==> src/rtl/maluma_issuer_if.sv <==
// Request / ALU / response bundle for the maluma_issuer sequencer.
// slave: the issuer itself. master: the environment (request source, ALU, response sink).
interface maluma_issuer_if;
  logic        req_valid;
  logic        req_ready;
  logic [31:0] req_a;
  logic [31:0] req_b;
  logic [2:0]  req_op;
  logic        req_mode;
  logic        req_round;
  logic [3:0]  req_tag;

  logic        alu_rst;
  logic        alu_start;
  logic [31:0] alu_op_a;
  logic [31:0] alu_op_b;
  logic [2:0]  alu_op_code;
  logic        alu_mode_fp;
  logic        alu_round_mode;
  logic [31:0] alu_result;
  logic        alu_valid_out;
  logic [4:0]  alu_flags;

  logic        rsp_valid;
  logic [31:0] rsp_result;
  logic [4:0]  rsp_flags;
  logic [3:0]  rsp_tag;
  logic        rsp_timeout;
  logic        rsp_ready;

  logic        busy;

  modport slave (
    input  req_valid, req_a, req_b, req_op, req_mode, req_round, req_tag,
    output req_ready,
    output alu_rst, alu_start, alu_op_a, alu_op_b, alu_op_code, alu_mode_fp, alu_round_mode,
    input  alu_result, alu_valid_out, alu_flags,
    output rsp_valid, rsp_result, rsp_flags, rsp_tag, rsp_timeout,
    input  rsp_ready,
    output busy
  );

  modport master (
    output req_valid, req_a, req_b, req_op, req_mode, req_round, req_tag,
    input  req_ready,
    input  alu_rst, alu_start, alu_op_a, alu_op_b, alu_op_code, alu_mode_fp, alu_round_mode,
    output alu_result, alu_valid_out, alu_flags,
    input  rsp_valid, rsp_result, rsp_flags, rsp_tag, rsp_timeout,
    output rsp_ready,
    input  busy
  );
endinterface

==> src/rtl/maluma_issuer.sv <==
// maluma_issuer: queues FP requests in a small FIFO and sequences them one at a
// time through an external ALU (reset pulse, settle, start pulse, wait with
// timeout), returning one response per request with tag echo.
module maluma_issuer #(
  parameter int unsigned DEPTH          = 4,
  parameter int unsigned TIMEOUT_CYCLES = 64
) (
  input  logic            clk,
  input  logic            rst_n,
  maluma_issuer_if.slave  bus
);

  localparam int unsigned PW = (DEPTH > 1) ? $clog2(DEPTH) : 1;
  localparam int unsigned CW = $clog2(DEPTH + 1);
  localparam int unsigned TW = $clog2(TIMEOUT_CYCLES + 1);

  localparam logic [31:0] NAN_SINGLE = 32'h7FC0_0000;
  localparam logic [31:0] NAN_HALF   = 32'h0000_7E00;
  localparam logic [4:0]  FLAGS_NAN  = 5'b01000;

  typedef enum logic [2:0] {
    IDLE    = 3'd0,
    RST_ALU = 3'd1,
    SETTLE  = 3'd2,
    START   = 3'd3,
    WAIT    = 3'd4,
    RESP    = 3'd5
  } state_e;

  typedef struct packed {
    logic [31:0] a;
    logic [31:0] b;
    logic [2:0]  op;
    logic        mode;
    logic        round;
    logic [3:0]  tag;
  } req_t;

  state_e state_q, state_d;

  req_t          mem_q [DEPTH];
  logic [PW-1:0] wr_ptr_q, wr_ptr_d;
  logic [PW-1:0] rd_ptr_q, rd_ptr_d;
  logic [CW-1:0] count_q, count_d;
  logic          ready_en_q, ready_en_d;

  logic [31:0]   op_a_q, op_a_d;
  logic [31:0]   op_b_q, op_b_d;
  logic [2:0]    op_code_q, op_code_d;
  logic          mode_q, mode_d;
  logic          round_q, round_d;
  logic [3:0]    tag_q, tag_d;

  logic [TW-1:0] tmo_cnt_q, tmo_cnt_d;
  logic [31:0]   res_q, res_d;
  logic [4:0]    flags_q, flags_d;
  logic          timeout_q, timeout_d;

  logic          req_ready;
  logic          push;
  logic          pop;
  logic          tmo_hit;
  req_t          head;
  req_t          wr_data;

  assign req_ready = ready_en_q && (count_q < CW'(DEPTH));
  assign push      = bus.req_valid && req_ready;
  assign pop       = (state_q == IDLE) && (count_q != '0);
  assign tmo_hit   = (tmo_cnt_q == TW'(TIMEOUT_CYCLES - 1));
  assign head      = mem_q[rd_ptr_q];

  assign wr_data.a     = bus.req_a;
  assign wr_data.b     = bus.req_b;
  assign wr_data.op    = bus.req_op;
  assign wr_data.mode  = bus.req_mode;
  assign wr_data.round = bus.req_round;
  assign wr_data.tag   = bus.req_tag;

  // FIFO storage: written on push only, contents are don't-care while empty
  always_ff @(posedge clk) begin
    if (push) begin
      mem_q[wr_ptr_q] <= wr_data;
    end
  end

  // State register
  always_ff @(posedge clk or negedge rst_n) begin
    if (!rst_n) begin
      state_q <= IDLE;
    end else begin
      state_q <= state_d;
    end
  end

  // Next-state logic; unsupported ops bypass the ALU entirely
  always_comb begin
    state_d = state_q;
    unique case (state_q)
      IDLE: begin
        if (pop) begin
          state_d = head.op[2] ? RESP : RST_ALU;
        end
      end
      RST_ALU: state_d = SETTLE;
      SETTLE:  state_d = START;
      START:   state_d = WAIT;
      WAIT: begin
        if (bus.alu_valid_out || tmo_hit) begin
          state_d = RESP;
        end
      end
      RESP: begin
        if (bus.rsp_ready) begin
          state_d = IDLE;
        end
      end
      default: state_d = IDLE;
    endcase
  end

  // Outputs decoded from state; alu_rst also follows the external reset
  always_comb begin
    bus.alu_rst   = !rst_n || (state_q == RST_ALU);
    bus.alu_start = (state_q == START);
    bus.rsp_valid = (state_q == RESP);
    bus.busy      = (state_q != IDLE) || (count_q != '0);
    bus.req_ready = req_ready;
  end

  assign bus.alu_op_a       = op_a_q;
  assign bus.alu_op_b       = op_b_q;
  assign bus.alu_op_code    = op_code_q;
  assign bus.alu_mode_fp    = mode_q;
  assign bus.alu_round_mode = round_q;
  assign bus.rsp_result     = res_q;
  assign bus.rsp_flags      = flags_q;
  assign bus.rsp_tag        = tag_q;
  assign bus.rsp_timeout    = timeout_q;

  // FIFO bookkeeping, operand capture, timeout counting and response capture
  always_comb begin
    wr_ptr_d   = wr_ptr_q;
    rd_ptr_d   = rd_ptr_q;
    count_d    = count_q;
    ready_en_d = 1'b1;
    op_a_d     = op_a_q;
    op_b_d     = op_b_q;
    op_code_d  = op_code_q;
    mode_d     = mode_q;
    round_d    = round_q;
    tag_d      = tag_q;
    tmo_cnt_d  = tmo_cnt_q;
    res_d      = res_q;
    flags_d    = flags_q;
    timeout_d  = timeout_q;

    // DEPTH is a power of two, so pointer wrap is the natural overflow
    if (push) begin
      wr_ptr_d = wr_ptr_q + PW'(1);
    end
    if (pop) begin
      rd_ptr_d = rd_ptr_q + PW'(1);
    end
    unique case ({push, pop})
      2'b10:   count_d = count_q + CW'(1);
      2'b01:   count_d = count_q - CW'(1);
      default: count_d = count_q;
    endcase

    if (pop) begin
      op_a_d    = head.mode ? head.a : {16'h0000, head.a[15:0]};
      op_b_d    = head.mode ? head.b : {16'h0000, head.b[15:0]};
      op_code_d = head.op;
      mode_d    = head.mode;
      round_d   = head.round;
      tag_d     = head.tag;
      if (head.op[2]) begin
        res_d     = head.mode ? NAN_SINGLE : NAN_HALF;
        flags_d   = FLAGS_NAN;
        timeout_d = 1'b0;
      end
    end

    if (state_q == START) begin
      tmo_cnt_d = '0;
    end

    // A result arriving on the timeout cycle still wins
    if (state_q == WAIT) begin
      tmo_cnt_d = tmo_cnt_q + TW'(1);
      if (bus.alu_valid_out) begin
        res_d     = mode_q ? bus.alu_result : {16'h0000, bus.alu_result[15:0]};
        flags_d   = bus.alu_flags;
        timeout_d = 1'b0;
      end else if (tmo_hit) begin
        res_d     = mode_q ? NAN_SINGLE : NAN_HALF;
        flags_d   = FLAGS_NAN;
        timeout_d = 1'b1;
      end
    end
  end

  // Datapath and FIFO control registers
  always_ff @(posedge clk or negedge rst_n) begin
    if (!rst_n) begin
      wr_ptr_q   <= '0;
      rd_ptr_q   <= '0;
      count_q    <= '0;
      ready_en_q <= 1'b0;
      op_a_q     <= '0;
      op_b_q     <= '0;
      op_code_q  <= '0;
      mode_q     <= 1'b0;
      round_q    <= 1'b0;
      tag_q      <= '0;
      tmo_cnt_q  <= '0;
      res_q      <= '0;
      flags_q    <= '0;
      timeout_q  <= 1'b0;
    end else begin
      wr_ptr_q   <= wr_ptr_d;
      rd_ptr_q   <= rd_ptr_d;
      count_q    <= count_d;
      ready_en_q <= ready_en_d;
      op_a_q     <= op_a_d;
      op_b_q     <= op_b_d;
      op_code_q  <= op_code_d;
      mode_q     <= mode_d;
      round_q    <= round_d;
      tag_q      <= tag_d;
      tmo_cnt_q  <= tmo_cnt_d;
      res_q      <= res_d;
      flags_q    <= flags_d;
      timeout_q  <= timeout_d;
    end
  end

endmodule

==> src/flat_wrapper.sv <==
// flat-port wrapper written by rule: the top's interface ports become plain ports
module maluma_issuer_flat 
#(
  parameter int unsigned DEPTH          = 4,
  parameter int unsigned TIMEOUT_CYCLES = 64
)
  (clk, rst_n, bus_req_valid, bus_req_a, bus_req_b, bus_req_op, bus_req_mode, bus_req_round, bus_req_tag, bus_req_ready, bus_alu_rst, bus_alu_start, bus_alu_op_a, bus_alu_op_b, bus_alu_op_code, bus_alu_mode_fp, bus_alu_round_mode, bus_alu_result, bus_alu_valid_out, bus_alu_flags, bus_rsp_valid, bus_rsp_result, bus_rsp_flags, bus_rsp_tag, bus_rsp_timeout, bus_rsp_ready, bus_busy);
  maluma_issuer_if bus_i ();
  input  logic clk;
  input  logic rst_n;
  input wire logic [$bits(bus_i.req_valid)-1:0] bus_req_valid;
  input wire logic [$bits(bus_i.req_a)-1:0] bus_req_a;
  input wire logic [$bits(bus_i.req_b)-1:0] bus_req_b;
  input wire logic [$bits(bus_i.req_op)-1:0] bus_req_op;
  input wire logic [$bits(bus_i.req_mode)-1:0] bus_req_mode;
  input wire logic [$bits(bus_i.req_round)-1:0] bus_req_round;
  input wire logic [$bits(bus_i.req_tag)-1:0] bus_req_tag;
  output wire logic [$bits(bus_i.req_ready)-1:0] bus_req_ready;
  output wire logic [$bits(bus_i.alu_rst)-1:0] bus_alu_rst;
  output wire logic [$bits(bus_i.alu_start)-1:0] bus_alu_start;
  output wire logic [$bits(bus_i.alu_op_a)-1:0] bus_alu_op_a;
  output wire logic [$bits(bus_i.alu_op_b)-1:0] bus_alu_op_b;
  output wire logic [$bits(bus_i.alu_op_code)-1:0] bus_alu_op_code;
  output wire logic [$bits(bus_i.alu_mode_fp)-1:0] bus_alu_mode_fp;
  output wire logic [$bits(bus_i.alu_round_mode)-1:0] bus_alu_round_mode;
  input wire logic [$bits(bus_i.alu_result)-1:0] bus_alu_result;
  input wire logic [$bits(bus_i.alu_valid_out)-1:0] bus_alu_valid_out;
  input wire logic [$bits(bus_i.alu_flags)-1:0] bus_alu_flags;
  output wire logic [$bits(bus_i.rsp_valid)-1:0] bus_rsp_valid;
  output wire logic [$bits(bus_i.rsp_result)-1:0] bus_rsp_result;
  output wire logic [$bits(bus_i.rsp_flags)-1:0] bus_rsp_flags;
  output wire logic [$bits(bus_i.rsp_tag)-1:0] bus_rsp_tag;
  output wire logic [$bits(bus_i.rsp_timeout)-1:0] bus_rsp_timeout;
  input wire logic [$bits(bus_i.rsp_ready)-1:0] bus_rsp_ready;
  output wire logic [$bits(bus_i.busy)-1:0] bus_busy;
  assign bus_i.req_valid = bus_req_valid;
  assign bus_i.req_a = bus_req_a;
  assign bus_i.req_b = bus_req_b;
  assign bus_i.req_op = bus_req_op;
  assign bus_i.req_mode = bus_req_mode;
  assign bus_i.req_round = bus_req_round;
  assign bus_i.req_tag = bus_req_tag;
  assign bus_req_ready = bus_i.req_ready;
  assign bus_alu_rst = bus_i.alu_rst;
  assign bus_alu_start = bus_i.alu_start;
  assign bus_alu_op_a = bus_i.alu_op_a;
  assign bus_alu_op_b = bus_i.alu_op_b;
  assign bus_alu_op_code = bus_i.alu_op_code;
  assign bus_alu_mode_fp = bus_i.alu_mode_fp;
  assign bus_alu_round_mode = bus_i.alu_round_mode;
  assign bus_i.alu_result = bus_alu_result;
  assign bus_i.alu_valid_out = bus_alu_valid_out;
  assign bus_i.alu_flags = bus_alu_flags;
  assign bus_rsp_valid = bus_i.rsp_valid;
  assign bus_rsp_result = bus_i.rsp_result;
  assign bus_rsp_flags = bus_i.rsp_flags;
  assign bus_rsp_tag = bus_i.rsp_tag;
  assign bus_rsp_timeout = bus_i.rsp_timeout;
  assign bus_i.rsp_ready = bus_rsp_ready;
  assign bus_busy = bus_i.busy;
  maluma_issuer #(.DEPTH(DEPTH), .TIMEOUT_CYCLES(TIMEOUT_CYCLES)) u_core (.clk(clk), .rst_n(rst_n), .bus(bus_i));
endmodule
==> config.mk <==
export PLATFORM = sky130hd
export DESIGN_NAME = maluma_issuer_flat
export DESIGN_NICKNAME = d
export VERILOG_FILES = /design/src/rtl/maluma_issuer_if.sv /design/src/rtl/maluma_issuer.sv /design/src/flat_wrapper.sv
export SDC_FILE = /design/constraint.sdc
export NUM_CORES = 1
export LEC_CHECK = 0
export ABC_CLOCK_PERIOD_IN_PS = 5800
export CORE_ASPECT_RATIO = 0.6
export CORE_MARGIN = 2
export CORE_UTILIZATION = 40
export DETAILED_ROUTE_END_ITERATION = 7
export PLACE_DENSITY = 0.71
export REMOVE_ABC_BUFFERS = 1
export SYNTH_ARGS = -nofsm -noshare
export SYNTH_HDL_FRONTEND = slang
export SYNTH_SLANG_ARGS = --single-unit
==> constraint.sdc <==
create_clock -name clk -period 5.8 [get_ports clk]
set_clock_uncertainty 0.05 [all_clocks]
set_input_delay 1.45 -clock clk [delete_from_list [all_inputs] [get_ports clk]]
set_output_delay 1.45 -clock clk [all_outputs]
set_load 0.02 [all_outputs]
# == Word-level counts from Yosys, hierarchy flattened ==
# Memories as Yosys holds them, arrays and structs flattened.
# Index checks and enable logic that the tools add are counted.
# word_totals
memories,1
output_inout_bits,116
rom_bits,0
ram_bits,292
latch_bits,0
regBits,129
# op_classes
div_mod_pow,0
n_addsub,5
n_lt_le_gt_ge,1
n_bitwise,0
n_eq_ne,11
n_shift,0
reduce_logical,13
n_mul,0
n_mux,30
# memory_table
name,depth,word_bits,rd,rd_clocked_by_memory_dff,write_ports,line,text
u_core.mem_q,4,73,1,0,1,maluma_issuer.sv:41,req_t mem_q [DEPTH];
# op_table
operator,count
two-way mux 32 bit,8
two-way mux 31 bit,2
two-way mux 5 bit,5
case mux 3 bit (6 select lines),1
two-way mux 7 bit,2
two-way mux 3 bit,4
"adder 7 x 1 -> 7 bit, second input constant",1
"== test 7 x 6 -> 1 bit, second input constant",1
two-way mux 1 bit,7
"== test 3 x 2 -> 1 bit, second input constant",2
"== test 3 bit, second input constant",2
"!= test 2 x 1 -> 1 bit, second input constant",3
case mux 3 bit (2 select lines),1
nonzero test 3 bit,2
"adder 2 x 1 -> 2 bit, second input constant",2
nonzero test 2 bit,2
"adder 3 x 1 -> 3 bit, second input constant",1
"== test 3 x 1 -> 1 bit, second input constant",1
logical AND 1 bit,3
logical NOT 3 bit,1
logical OR 1 bit,3
"less-than comparator 3 bit, second input constant",1
AND reduction 3 bit,1
"subtractor 3 x 1 -> 3 bit, second input constant",1
3 further kinds,3

# == Logic depth before layout (Yosys ltp) ==
# Gate-level depths: netlist of run 1.
# An unclocked memory read counts as a cell.
# logic_depth
word_depth,7
mapped_depth,11
ltp_nobuf,9

# == Worst setup path before layout of run 1 ==
# Ideal clock, no wire load.
# synth_timing
path_kind,input to register
startpoint,input port bus_req_valid
endpoint,memory u_core.mem_q[0][0] in the netlist's numbering (enable)
path_slack_ns,2.114
path_buffers,0
cell_stages,1
setup_ns,0.440
t_arrival_ns,3.197
path_cell_list,and3_1
# synth_via
elab_chain_cells,3
# synth_rtl
item,line,text
"start, declared",flat_wrapper.sv:11,input wire logic [$bits(bus_i.req_valid)-1:0] bus_req_valid;
logical AND 1 bit,maluma_issuer.sv:67,assign push = bus.req_valid && req_ready;
two-way mux 1 bit,maluma_issuer.sv:81,if (push) begin
two-way mux 1 bit (not written as such),maluma_issuer.sv:82,mem_q[wr_ptr_q] <= wr_data;
"end, declared",maluma_issuer.sv:41,
# Every way passes these cells.

# == Worst setup path after layout of run 1 ==
# layout_timing
startpoint,input port rst_n
endpoint,output port bus_alu_rst
# layout_via
elab_chain_cells,2
# layout_rtl
item,line,text
"start, declared",flat_wrapper.sv:10,input logic rst_n;
logical NOT 1 bit (no line),-,
logical OR 1 bit,maluma_issuer.sv:123,bus.alu_rst = !rst_n || (state_q == RST_ALU);
"end, declared",flat_wrapper.sv:19,output wire logic [$bits(bus_i.alu_rst)-1:0] bus_alu_rst;
# Every way passes these cells.

==> summary.md, run 1 <==
| Metric | Value |
|---|---|
| Synth top cells by count | `edfxtp_1, dfrtp_1, mux4_2` |
| PD cells | `503.3 nW/um^2` |
| GRT Overall Usage | `between 10% and 20%` |
| Starting Density | `approximately 41%` |
| Final instance area | `between 15000 and 20000 um^2` |
| RSZ-0062 raised after global routing | `no` |
| Post-place setup slack | `between 1.5 and 2 ns` |
| CTS Root Buffer Type | `clkbuf_16` |
| Sw frac | `between 30% and 40%` |
| Register area share after synthesis | `roughly 76%` |
| Worst Hold Endpoint | `u_core.bus.alu_op_b[16]` |
| Leak pwr | `a little over 7 nW` |
| Die height | `158.1 um` |
| Min-Delay Path Depth | `2` |
| Synth Cell Area | `approximately 16000 um^2` |
| Adder-Cell Fraction of Synth Area | `less than 1%` |
| Mux share of post-synthesis cell area | `about an eighth` |
| H-tree Lvls | `2` |
| Core area | `a little under 40000 um^2` |
| CP startpoint kind | `input port` |
| Number of I/O port buffers | `between 200 and 250` |
| Largest net degree at the start of global routing | `69` |
| Max Fclk | `258.5 MHz` |
| Max cap viols | `0` |
| Run status | `finished, final reports clean` |
| Yosys cell types | `46` |
| Reg clk slew, reported paths | `roughly 0.06 ns` |
| Logic pwr share | `33.3%` |
| Synth Area in XOR/XNOR | `0.4978%` |
| CTS tree | `done` |
| Nets | `1206` |
| Num CTS Buffers | `39` |
| Share of cells above drive strength 1 | `approximately 18%` |
| Final setup fails | `0` |
| Hold Path Class | `register to register` |
| Clock tree sinks | `between 400 and 500` |
| Tmin final | `just under 4 ns` |
| Cell Area, Placed | `18710 um^2` |
| WL/cell | `between 15 and 20 um` |
| WL final | `around 33000 um` |
| Final non-filler cell total | `around 1.6k` |
| First-pass GRT wire length | `roughly 50000 um` |
| Hold_sp | `u_core.bus.alu_op_b[16]` |
| # hold bufs at CTS | `0` |
| Pint | `6.946 mW` |
| Mapped Cells | `approximately 850` |
| R2R depth | `9` |
| ANT nets after route | `0` |
| Final Wtd Congestion | `between 0.7 and 0.8` |
| Synth area leaders | `edfxtp_1, dfrtp_1, mux4_2` |
| Iter 0 DRT Violations | `between 600 and 700` |
| Critical Path AT | `about 2.4 ns` |
| Main combinational cell family by area after synthesis | `multiplexers` |
| Synth-to-Final Area Change | `26.22%` |
| 1st-pass router iterations | `5` |
| Top cell type's share of synthesized area | `between 50 and 60%` |
| FFs w/ async S/R, synth | `a little under a third` |
| Gates resized, CTS repair | `0` |
| CP required | `around 4.3 ns` |
| Max rail drop VDD | `between 0.0003 and 0.0004 V` |
| Synth Area in Simple Gates | `4.551%` |
| Initial antenna violation count | `3` |
| Io pins | `~230` |
| Placed cell count | `~1.6k` |
| Synthesized flop and latch total | `~420` |
| Clk buf depth | `3` |
| Final Cycle Share | `approximately two thirds` |
| # DRC | `0` |
| Slew Viols, Final | `0` |
| Die Width | `~260 um` |
| Count leader, synth | `edfxtp_1` |
| Die area | `41250 um^2` |
| FP Rows | `56` |
| Final TNS setup | `0 ns` |
| Yosys warning count | `0` |
| Clk pwr share | `about a quarter` |
| R2r setup slk | `2.51 ns` |
| Crit path kind | `input port to output pin` |
| Worst-Skew Late Latency | `0.52 ns` |
| Critical R2R Launch | `u_core.state_q[0]` |
| Post-synthesis compound-gate area fraction | `about 3.8%` |
| Area leader, netlist | `edfxtp_1` |
| Ys flop type | `edfxtp_1` |
| Fin. Hold Viols | `0` |
| Setup Fix Bufs, Post-CTS | `0` |
| Number of global-route vias before repair | `approximately 8.6k` |
| Via Count | `8187` |
| Setup crit end kind | `output pin` |
| Worst setup margin | `just under 2 ns` |
| Slew @ Worst Pin | `about 1.1 ns` |
| Vias per inst | `4.995` |
| Psw | `~3.1 mW` |
| Worst rel slew slack | `26.69%` |
| Critical Path Fanout Max | `12` |
| Worst R2R End | `u_core.count_q[2]` |
| Syn Area/Cell | `18.70 um^2` |
| Total grt overflow | `0` |
| Reg power frac | `41.5%` |
| EDFF count, synth | `292` |
| Post-DP HPWL | `around 20000 um` |
## logic make-up after synthesis
kind of cell | count (synthesis)
buffers and inverters | 56
DFF | 421
muxes | 115
adders and majority gates | 7
AOI/OAI and AO/OA | 96
other | 1
xor gates and xnor gates | 9
and+or+nand+nor | 142
## state kept, by name, indices dropped and copies added, names as in the netlist, 4 cells and up
| register | cells |
|---|---|
| u_core.bus.rsp_flags | 5 |
| u_core.bus.rsp_result | 32 |
| u_core.mem_q | 292 |
| u_core.bus.rsp_tag | 4 |
| u_core.bus.alu_op_a | 32 |
| u_core.bus.alu_op_b | 32 |
| u_core.tmo_cnt_q | 7 |
## power by group through the flow
| stage | Combinational (mW) | Clock [mW] | Sequential, mW |
|---|---|---|---|
| floorplan | 1.57 | 0 | 4.72 |
| global placement | 3.36 | 0 | 4.23 |
| detailed placement | 3.41 | 0 | 4.25 |
| CTS | 3.42 | 2.60 | 4.20 |
| global route | 3.64 | 2.72 | 4.26 |
| finish | 3.35 | 2.53 | 4.18 |
## critical path: stages
cell and delay [ns]:
buf_6 0.13, o21ai_0 0.12, clkdlybuf4s50_1 0.66
## worst max path at each step
stage	cells after the start	slack, ns	from	to
after global routing	3	1.79	u_core.state_q[2]	bus_alu_start
after CTS	3	1.93	u_core.state_q[2]	bus_alu_start
after detailed placement	3	1.94	rst_n	bus_alu_rst
after global placement	3	1.96	rst_n	bus_alu_rst
after floorplan	4	0.92	u_core.rd_ptr_q[0]	u_core.bus.rsp_result[16]
final	3	1.93	rst_n	bus_alu_rst
## routing by layer
metal	track usage [%]	part of all wire, %
met5	0	0
met4	3.211	0.95
met3	3.794	6.0
met2	25.84	48
met1	22.06	45
## metrics by stage
stage	hold slack, ns	power, mW	util, %
2_1_floorplan	0.4055	6.291	-
3_3_place_gp	0.4119	7.594	47.94
3_5_place_dp	0.4198	7.657	47.94
4_1_cts	0.4336	10.21	51.19
5_1_grt	0.4580	10.62	51.20
6_report	0.4291	10.06	51.21
## layout by cell type, fill, tap and decap left out, types with 14 or more instances in the layout
| cell type | Yosys | layout |
|---|---|---|
| clkbuf_16 | 0 | 41 |
| mux2_2 | 40 | 40 |
| nand2b_1 | 36 | 36 |
| clkdlybuf4s50_1 | 0 | 229 |
| nor2_1 | 14 | 14 |
| dfrtp_1 | 129 | 127 |
| nand2_1 | 52 | 51 |
| a22o_1 | 21 | 21 |
| nor3_1 | 14 | 14 |
| mux4_2 | 72 | 72 |
| o21ai_0 | 38 | 38 |
| edfxtp_1 | 292 | 292 |
## cell type report
class	count	area, um^2
antenna	3	7.507
timing repair buffer	241	2386
fill	3131	19040
sequential	421	12000
tap	522	653.1
clock inverter	19	141.4
clock buffer	52	1127
inverter	11	41.29
multi-input combinational	370	3626
No activity file was read; power rests on OpenSTA's default activity.
==> inputs of run 2 (changes only) <==
--- a/config.mk
+++ b/config.mk
@@ -5,7 +5,7 @@
 export SDC_FILE = /design/constraint.sdc
 export NUM_CORES = 1
 export LEC_CHECK = 0
-export ABC_CLOCK_PERIOD_IN_PS = 5800
+export ABC_CLOCK_PERIOD_IN_PS = 3600
 export CORE_ASPECT_RATIO = 0.6
 export CORE_MARGIN = 2
 export CORE_UTILIZATION = 40
==> constraint.sdc (replaced) <==
create_clock -name clk -period 3.6 [get_ports clk]
set_clock_uncertainty 0.05 [all_clocks]
set_input_delay 0.9 -clock clk [delete_from_list [all_inputs] [get_ports clk]]
set_output_delay 0.9 -clock clk [all_outputs]
set_load 0.02 [all_outputs]
==> run 2 against run 1 <==
Non-clock buffer count grew 8. Routed wire length increased by 6.1%. First-iteration DRC count rose by 11%. Clock power rose by 57%. Die area is the same. Register-to-register slack got worse by 1.3 ns. Combinational power grew 65%. Setup slack worse by 1.7 ns. Critical path depth did not move. Critical path type is now register to output pin. Largest power group unchanged. Highest routed layer unchanged.
==> summary.md, run 2 (same netlist as run 1, synthesis figures left out) <==
| Metric | Value |
|---|---|
| Final Wtd Congestion | `0.7765` |
| Largest net degree at the start of global routing | `74` |
| Most frequent cells in the layout | `edfxtp_1, clkdlybuf4s50_1, dfrtp_1` |
| Clock tree sinks | `421` |
| R2R depth | `3` |
| Max rail drop VDD | `0.0004553 V` |
| Starting Density | `a little over 40%` |
| Clk buf depth | `3` |
| Worst-Skew Late Latency | `0.53 ns` |
| Power consumption | `16.21 mW` |
| Worst R2R End | `u_core.bus.alu_op_a[7]` |
| WL final | `between 30000 and 40000 um` |
| Final setup fails | `0` |
| Core area | `a little under 40000 um^2` |
| Setup crit end kind | `output pin` |
| Final Cycle Share | `92.75%` |
| Gates resized, CTS repair | `0` |
| Met1 Use GR | `around a quarter` |
| Global-route layer with the greatest usage | `met2` |
| Num CTS Buffers | `39` |
| Critical Path Start | `u_core.state_q[0]` |
| Commonest non-fill, non-tap cell in the layout | `edfxtp_1` |
| Max cap viols | `0` |
| Via Count | `approximately 8.4k` |
| Post-layout util | `51.38%` |
| H-tree Lvls | `2` |
| Top reg by flops | `u_core.mem_q` |
| GRT Overall Usage | `16.77%` |
| Die Width | `roughly 260 um` |
| PD cells | `808.3 nW/um^2` |
| First-pass GRT wire length | `around 52000 um` |
| CTS Root Buffer Type | `clkbuf_16` |
| Reg clk slew, reported paths | `about 0.06 ns` |
| Crit path kind | `register to output pin` |
| Max reg flops | `about 290` |
| Post-place setup slack | `between 0.5 and 0.6 ns` |
| Met2 Usage GRT | `a little over a quarter` |
| WL/cell | `about 21 um` |
| Synth-to-Final Area Change | `26.62%` |
| Die height | `158.1 um` |
| CP startpoint kind | `register` |
| Worst rel slew slack | `33.53%` |
| Hold Path Class | `register to register` |
| Met3 Usage GRT | `under 10%` |
| ANT nets after route | `0` |
| Critical Path AT | `2.39 ns` |
| Leak pwr | `7.050 nW` |
| Io pins | `231` |
| Max Fclk | `about 300 MHz` |
| 1st-pass router iterations | `4` |
| Run status | `finished, final reports clean` |
| Number of I/O port buffers | `between 200 and 250` |
| Die area | `a little over 40000 um^2` |
| CP required | `2.65 ns` |
| Nets | `approximately 1.2k` |
| Hold_sp | `u_core.bus.alu_op_b[29]` |
| RSZ-0062 raised after global routing | `no` |
| Post-DP HPWL | `about 22000 um` |
| Initial antenna violation count | `3` |
| Share of cells above drive strength 1 | `roughly 18%` |
| Vias per inst | `around 5.1` |
| Setup Fix Bufs, Post-CTS | `0` |
| R2r setup slk | `about 1.2 ns` |
| Final TNS setup | `0 ns` |
| Number of global-route vias before repair | `8620` |
| CTS tree | `done` |
| Slew @ Worst Pin | `a little under 1 ns` |
| Total grt overflow | `0` |
| Critical R2R Launch | `u_core.rd_ptr_q[0]` |
| Critical Path Fanout Max | `12` |
| Fin. Hold Viols | `0` |
| FP Rows | `between 50 and 60` |
| Iter 0 DRT Violations | `669` |
| Worst setup margin | `0.2610 ns` |
| # hold bufs at CTS | `0` |
| Setup crit end | `bus_alu_start` |
| Tmin final | `around 3.3 ns` |
| Slew Viols, Final | `0` |
| # DRC | `0` |
[run 2: cell count changes in the layout (fill, tap and decap cells not counted), sizes merged]
cell	change
clkinvlp	+1
clkinv	-7
buf	+8
clkbuf	+3
inv	+2
[run 2: worst max-delay path, stage by stage (launching register included)]
cell             delay [ns]
dfrtp_1                0.57
inv_1                  0.14
nor2_1                 0.44
clkdlybuf4s50_1        0.72
[run 2: cell type report]
type / count / area [um^2]
fill: 3127 / 18980
sequential: 421 / 12000
multi-input combinational: 370 / 3626
timing repair buffer: 249 / 2509
clock buffer: 55 / 1076
tap: 522 / 653.1
clock inverter: 15 / 133.9
inverter: 11 / 41.29
antenna: 3 / 7.507
[run 2: power breakdown]
part / internal [mW] / switching, mW / leakage, nW
sequential: 6.14 / 0.574 / 4.25
clock: 2.24 / 1.72 / 0.589
combinational: 2.74 / 2.80 / 2.21
[run 2: layer usage]
metal,vias up,part of all wire [%]
li1,3779,-
met1,4311,46
met2,224,46
met3,47,6.2
met4,0,1.4
met5,-,0
[run 2: worst min path at each step]
stage	end	depth (start not counted)
floorplan	u_core.count_q[2]	1
global placement	u_core.bus.alu_op_code[2]	2
detailed placement	u_core.bus.alu_op_a[17]	2
CTS	u_core.bus.alu_op_a[17]	2
global route	u_core.bus.alu_op_b[29]	2
finish	u_core.bus.alu_op_b[29]	2
[run 2: through the flow]
step	std cells	instance area, um^2	hold WS [ns]
2_1_floorplan	802	15640	0.4055
3_3_place_gp	1573	18830	0.4139
3_5_place_dp	1573	18830	0.4227
4_1_cts	1643	20040	0.4367
5_1_grt	1644	20050	0.4580
6_report	1646	20050	0.4280
